**src/rtl/muxn_pkg.sv**
```systemverilog
// Shared definitions for the muxn_rr_reg channel multiplexer:
// mode encodings, parameter limits and a small pointer helper.
package muxn_pkg;

  // Values of the mode input
  localparam logic MODE_FIXED = 1'b0;
  localparam logic MODE_RR    = 1'b1;

  // Supported parameter ranges
  localparam int N_MAX = 16;
  localparam int W_MAX = 64;

  // Next channel index after idx, wrapping at n back to 0
  function automatic int unsigned wrap_inc(input int unsigned idx, input int unsigned n);
    int unsigned nxt;
    nxt = idx + 1;
    if (nxt >= n) begin
      nxt = 0;
    end
    return nxt;
  endfunction

endpackage

```
**src/rtl/muxn_rr_reg_rr_arb.sv**
```systemverilog
// Round-robin arbiter for muxn_rr_reg.
// Searches req starting at ptr and wrapping through N-1 back to 0.
// The first requester found wins. The ptr register itself lives in the parent.
module rr_arb #(
  parameter  int N  = 4,
  localparam int SW = $clog2(N)
) (
  input  logic [N-1:0]  req,
  input  logic [SW-1:0] ptr,
  input  logic          en,
  output logic [N-1:0]  gnt,
  output logic [SW-1:0] idx,
  output logic          gnt_vld
);

  logic [SW:0]   pos_sum;
  logic [SW-1:0] pos_idx;
  logic          found;

  // Priority search in rotated order; gnt is only asserted when enabled
  always_comb begin
    gnt     = '0;
    idx     = '0;
    gnt_vld = 1'b0;
    found   = 1'b0;
    pos_sum = '0;
    pos_idx = '0;
    for (int k = 0; k < N; k++) begin
      pos_sum = {1'b0, ptr} + (SW+1)'(k);
      if (pos_sum >= (SW+1)'(N)) begin
        pos_sum = pos_sum - (SW+1)'(N);
      end
      pos_idx = pos_sum[SW-1:0];
      if (!found && req[pos_idx]) begin
        found = 1'b1;
        idx   = pos_idx;
      end
    end
    if (en && found) begin
      gnt_vld  = 1'b1;
      gnt[idx] = 1'b1;
    end
  end

endmodule

```
**src/rtl/muxn_rr_reg.sv**
```systemverilog
// Registered N-input, W-bit multiplexer with valid/ready on every channel.
// In fixed mode the channel is chosen by sel; in round-robin mode an
// arbiter picks among the valid channels starting at the rotating pointer.
// The chosen word is captured in an output register that can be refilled
// in the same cycle it is drained.
// Optional build macro: MUXN_PARITY_EN adds the out_par port (^out_data).
module muxn_rr_reg
  import muxn_pkg::*;
#(
  parameter  int N  = 4,
  parameter  int W  = 4,
  localparam int SW = $clog2(N)
) (
  input  logic          clk,
  input  logic          rst,
  input  logic          mode,
  input  logic [SW-1:0] sel,
  input  logic [N*W-1:0] in_data,
  input  logic [N-1:0]  in_valid,
  output logic [N-1:0]  in_ready,
  output logic [W-1:0]  out_data,
  output logic          out_valid,
  input  logic          out_ready,
  output logic [SW-1:0] out_ch
`ifdef MUXN_PARITY_EN
  ,
  output logic          out_par
`endif
);

  // Per-channel view of the packed input bus
  logic [W-1:0] ch_data [N];

  generate
    for (genvar gi = 0; gi < N; gi++) begin : g_split
      assign ch_data[gi] = in_data[gi*W +: W];
    end
  endgenerate

  logic [W-1:0]  data_reg;
  logic          valid_reg;
  logic [SW-1:0] ch_reg;
  logic [SW-1:0] ptr_reg;
  logic [SW-1:0] ptr_next;

  logic          load;
  logic          sel_ok;
  logic          fix_req;
  logic          rr_en;
  logic [N-1:0]  arb_gnt;
  logic [SW-1:0] arb_idx;
  logic          arb_vld;

  logic          grant;
  logic [SW-1:0] gnt_idx;
  logic [N-1:0]  gnt_vec;

  // The register can accept a word when empty or being drained this cycle
  assign load = !valid_reg | out_ready;

  // sel beyond the channel count never grants (only reachable for non power-of-two N)
  assign sel_ok  = ({1'b0, sel} < (SW+1)'(N));
  assign fix_req = sel_ok & in_valid[sel];

  assign rr_en = load & (mode == MODE_RR);

  rr_arb #(
    .N (N)
  ) u_rr_arb (
    .req     (in_valid),
    .ptr     (ptr_reg),
    .en      (rr_en),
    .gnt     (arb_gnt),
    .idx     (arb_idx),
    .gnt_vld (arb_vld)
  );

  // Select the grant source for the current mode
  always_comb begin
    grant   = 1'b0;
    gnt_idx = '0;
    gnt_vec = '0;
    if (mode == MODE_FIXED) begin
      if (load && fix_req) begin
        grant        = 1'b1;
        gnt_idx      = sel;
        gnt_vec[sel] = 1'b1;
      end
    end else begin
      grant   = arb_vld;
      gnt_idx = arb_idx;
      gnt_vec = arb_gnt;
    end
  end

  // Ready goes only to the granted channel and stays low throughout reset
  assign in_ready = rst ? gnt_vec : '0;

  assign ptr_next = SW'(wrap_inc(32'(gnt_idx), N));

  // Round-robin pointer moves past the winner only on round-robin grants
  always_ff @(posedge clk or negedge rst) begin
    if (!rst) begin
      ptr_reg <= '0;
    end else if (grant && (mode == MODE_RR)) begin
      ptr_reg <= ptr_next;
    end
  end

  // Output register: load on grant, drop valid when drained with nothing new
  always_ff @(posedge clk or negedge rst) begin
    if (!rst) begin
      data_reg  <= '0;
      ch_reg    <= '0;
      valid_reg <= 1'b0;
    end else if (grant) begin
      data_reg  <= ch_data[gnt_idx];
      ch_reg    <= gnt_idx;
      valid_reg <= 1'b1;
    end else if (out_ready) begin
      valid_reg <= 1'b0;
    end
  end

  assign out_data  = data_reg;
  assign out_valid = valid_reg;
  assign out_ch    = ch_reg;

`ifdef MUXN_PARITY_EN
  logic par_reg;

  // Parity travels with the data word and changes only when a new word loads
  always_ff @(posedge clk or negedge rst) begin
    if (!rst) begin
      par_reg <= 1'b0;
    end else if (grant) begin
      par_reg <= ^ch_data[gnt_idx];
    end
  end

  assign out_par = par_reg;
`endif

endmodule

```
**config.mk**
```make
export PLATFORM = sky130hd
export DESIGN_NAME = muxn_rr_reg
export DESIGN_NICKNAME = d
export VERILOG_FILES = /design/src/rtl/muxn_pkg.sv /design/src/rtl/muxn_rr_reg_rr_arb.sv /design/src/rtl/muxn_rr_reg.sv
export SDC_FILE = /design/constraint.sdc
export NUM_CORES = 1
export LEC_CHECK = 0
export CORE_ASPECT_RATIO = 1.25
export CORE_UTILIZATION = 40
export DETAILED_ROUTE_END_ITERATION = 6
export PLACE_DENSITY = 0.89
export SYNTH_ARGS = -nofsm -noshare
export SYNTH_HDL_FRONTEND = slang
export SYNTH_SLANG_ARGS = --single-unit
export TNS_END_PERCENT = 5
```
**constraint.sdc**
```tcl
create_clock -name clk -period 5.5 [get_ports clk]
set_input_delay 1.375 -clock clk [delete_from_list [all_inputs] [get_ports clk]]
set_output_delay 1.375 -clock clk [all_outputs]
set_load 0.02 [all_outputs]
```
==> metrics.txt <==
top-area cell type share of the netlist area 28.13%; unrepaired setup endpoints after global routing no; setup violators final 0; Clk pwr share 13.4%; global-route wire length before repair 3615 um; Core Box Area 1829 um^2; post-detailed-route via-to-cell ratio 5.828; Worst Tran Pin Value 0.5562 ns; Skew-Pair Late Insertion Delay 0.26 ns; Routed Antenna Nets 0; pin count of the biggest net entering global routing 14; IO Port Bufs 36; highest ir drop seen on vdd 0.1874 mV; P per Cell Area 315.5 nW/um^2; layout cells sized above 1 12.70%; flops & latches, synth 9; WL final 2057 um; quantity of gates resized following cts 0; number of distinct library cells after synthesis 37; CTS root buf clkbuf_4; HP Class register to register; I/O Pins 37; GRT Resource Usage Total 21.28%; Clock Pin Slew Worst Setup and Hold Paths 0.06 ns; main area contributors after synthesis dfrtp_1 (28%), mux2i_1 (11%), nand2_1 (4.7%); fin cells 145; Mapped Area 800.8 um^2; Slew headroom 62.80%; CP arrival 3.57 ns; via count 845; logic gate share of total power 57.6%; clk sink count 9; critical path launch point type input pin; Yosys Warn Count 0; placed cells 141; max-cap viol count 0; cell taking the most area after synthesis dfrtp_1; total CTS buffers 3; CTS tree done; Period Utilization, post-route 89.94%; die width 42.02 um; status finished clean; CP Class input pin to primary output; WL/cell 14.19 um; std cell rows 17; H-tree depth 1; Die Area 2186 um^2; Mean Syn Cell Area 9.100 um^2; initial antenna violation count 0; Synth Instances 88; 1st-iter DRT viols 13; Multi-input gate area 550.5 um^2; Area growth syn-to-layout 50.00%; CTS Hold Bufs 0; Setup Skew 0.001282 ns; vias in the first global route 871; final hold viol count 0; setup total negative slack 0 ns; DR pass1 iterations 4; max FFs per register 4; min cycle time layout 4.947 ns; Starting Density 43.78%; Worst EP required 4.12 ns; global route overflow 0; syn nets 114; Internal Dissipation 225.6 uW; Psw 153.3 uW; sequential share of power 29.0%; Seq/Total Area, Yosys 28.13%; Clock Tree Buf Depth 2; DRC 0; fillers 164; Slew Limit Fails 0; Max Fanout on Critical Path 5; chip height 52.03 um; highest clock rate 0.2022 GHz; Reg area 225.2 um^2; post-CTS setup buffer count 0; routability cong. 0.8662; switch share 40.47%; CP endpoint kind primary output; Final Util 65.66%; ant diodes 0; dpl hpwl 1698 um; Leak Pwr 0.0004814 uW; Nets 153
synth_stat cells, drive strengths merged:
library cell / instances
mux2: 2
nand2b: 3
a21boi: 2
o2bb2ai: 1
inv: 4
a221oi: 1
o21ai: 2
and2b: 1
a21oi: 2
mux2i: 9
a21bo: 1
nor2: 9
o31ai: 1
buf: 2
dfrtp: 9
nand3: 8
and3: 1
xnor2: 1
o21a: 1
nor2b: 2
a21o: 1
nand4: 1
o211ai: 2
nor3: 3
o221ai: 4
nand2: 11
or4: 1
o22ai: 1
nor4: 1
and2: 1
worst max-delay path, cell delays in order:
cell and delay [ns]:
clkdlybuf4s50_1 0.57, mux2_2 0.38, nand3_1 0.14, a21bo_4 0.26, nand3_1 0.08, o31ai_1 0.07
and2_1 0.16, clkdlybuf4s50_1 0.53
per-layer routing:
| layer | vias up | wire length [um] | track usage [%] |
|---|---|---|---|
| met5 | - | 0 | 0 |
| met4 | 0 | 16 | 5.729 |
| met3 | 3 | 124 | 3.125 |
| met2 | 39 | 1095 | 41.41 |
| met1 | 404 | 821 | 23.92 |
| li1 | 399 | - | - |
layout make-up:
class	instances	share of cell area, %
clock buffers	4	2.188
well taps	19	1.979
multi-input cells	73	45.83
inverters	4	1.250
repair buffers	36	30.00
flip-flops and latches	9	18.75
final timing paths:
kind                             from  slack, ns          end  depth (start not counted)
max                            sel[1]       0.55  in_ready[3]                          8
min                         out_ch[0]       0.48    out_ch[0]                          2
max reg2reg                ptr_reg[1]       3.64  out_data[1]                          6
min reg2reg                 out_ch[0]       0.48    out_ch[0]                          2
max in group asynchronous         rst       3.66  out_data[1]                          1
min in group asynchronous         rst       1.48    out_valid                          1
cell families (layout without fill, tap and decap cells):
group / count (synthesis) / in the layout / synth area share (%)
AO/OA/AOI/OAI: 19 / 19 / 24.69
flip-flops: 9 / 9 / 28.13
buffers and inverters: 6 / 44 / 3.125
multiplexers: 11 / 11 / 14.53
AND/OR/NAND/NOR: 42 / 42 / 28.44
XOR/XNOR: 1 / 1 / 1.094
power by group through the flow:
stage	Clock, uW	Combinational [uW]	Sequential [uW]
CTS	51.5	220	110
global placement	0	213	110
floorplan	0	114	130
detailed placement	0	219	109
global route	55.7	237	113
finish	50.6	218	110
through the flow:
stage / setup WS (ns) / power [uW] / instance area (um^2) / hold WS (ns)
finish: 0.5532 / 378.9 / 1201 / 0.4790
floorplan: 1.711 / 243.8 / 800.8 / 0.5365
global placement: 0.6164 / 323.0 / 1175 / 0.4623
CTS: 0.5530 / 381.0 / 1201 / 0.4780
detailed placement: 0.5588 / 328.8 / 1175 / 0.4630
global route: 0.4615 / 406.4 / 1201 / 0.5288
layout by cell type, fill, tap and decap left out, types with 3 or more instances in the layout:
cell,netlist,layout
clkbuf_4,0,3
clkdlybuf4s50_1,0,36
dfrtp_1,9,9
inv_1,3,3
mux2i_1,9,9
nand2_1,10,10
nand2b_1,3,3
nand3_1,7,7
nor2_1,8,8
o221ai_1,4,4
Note: power is estimated with default switching activity, not from simulation.
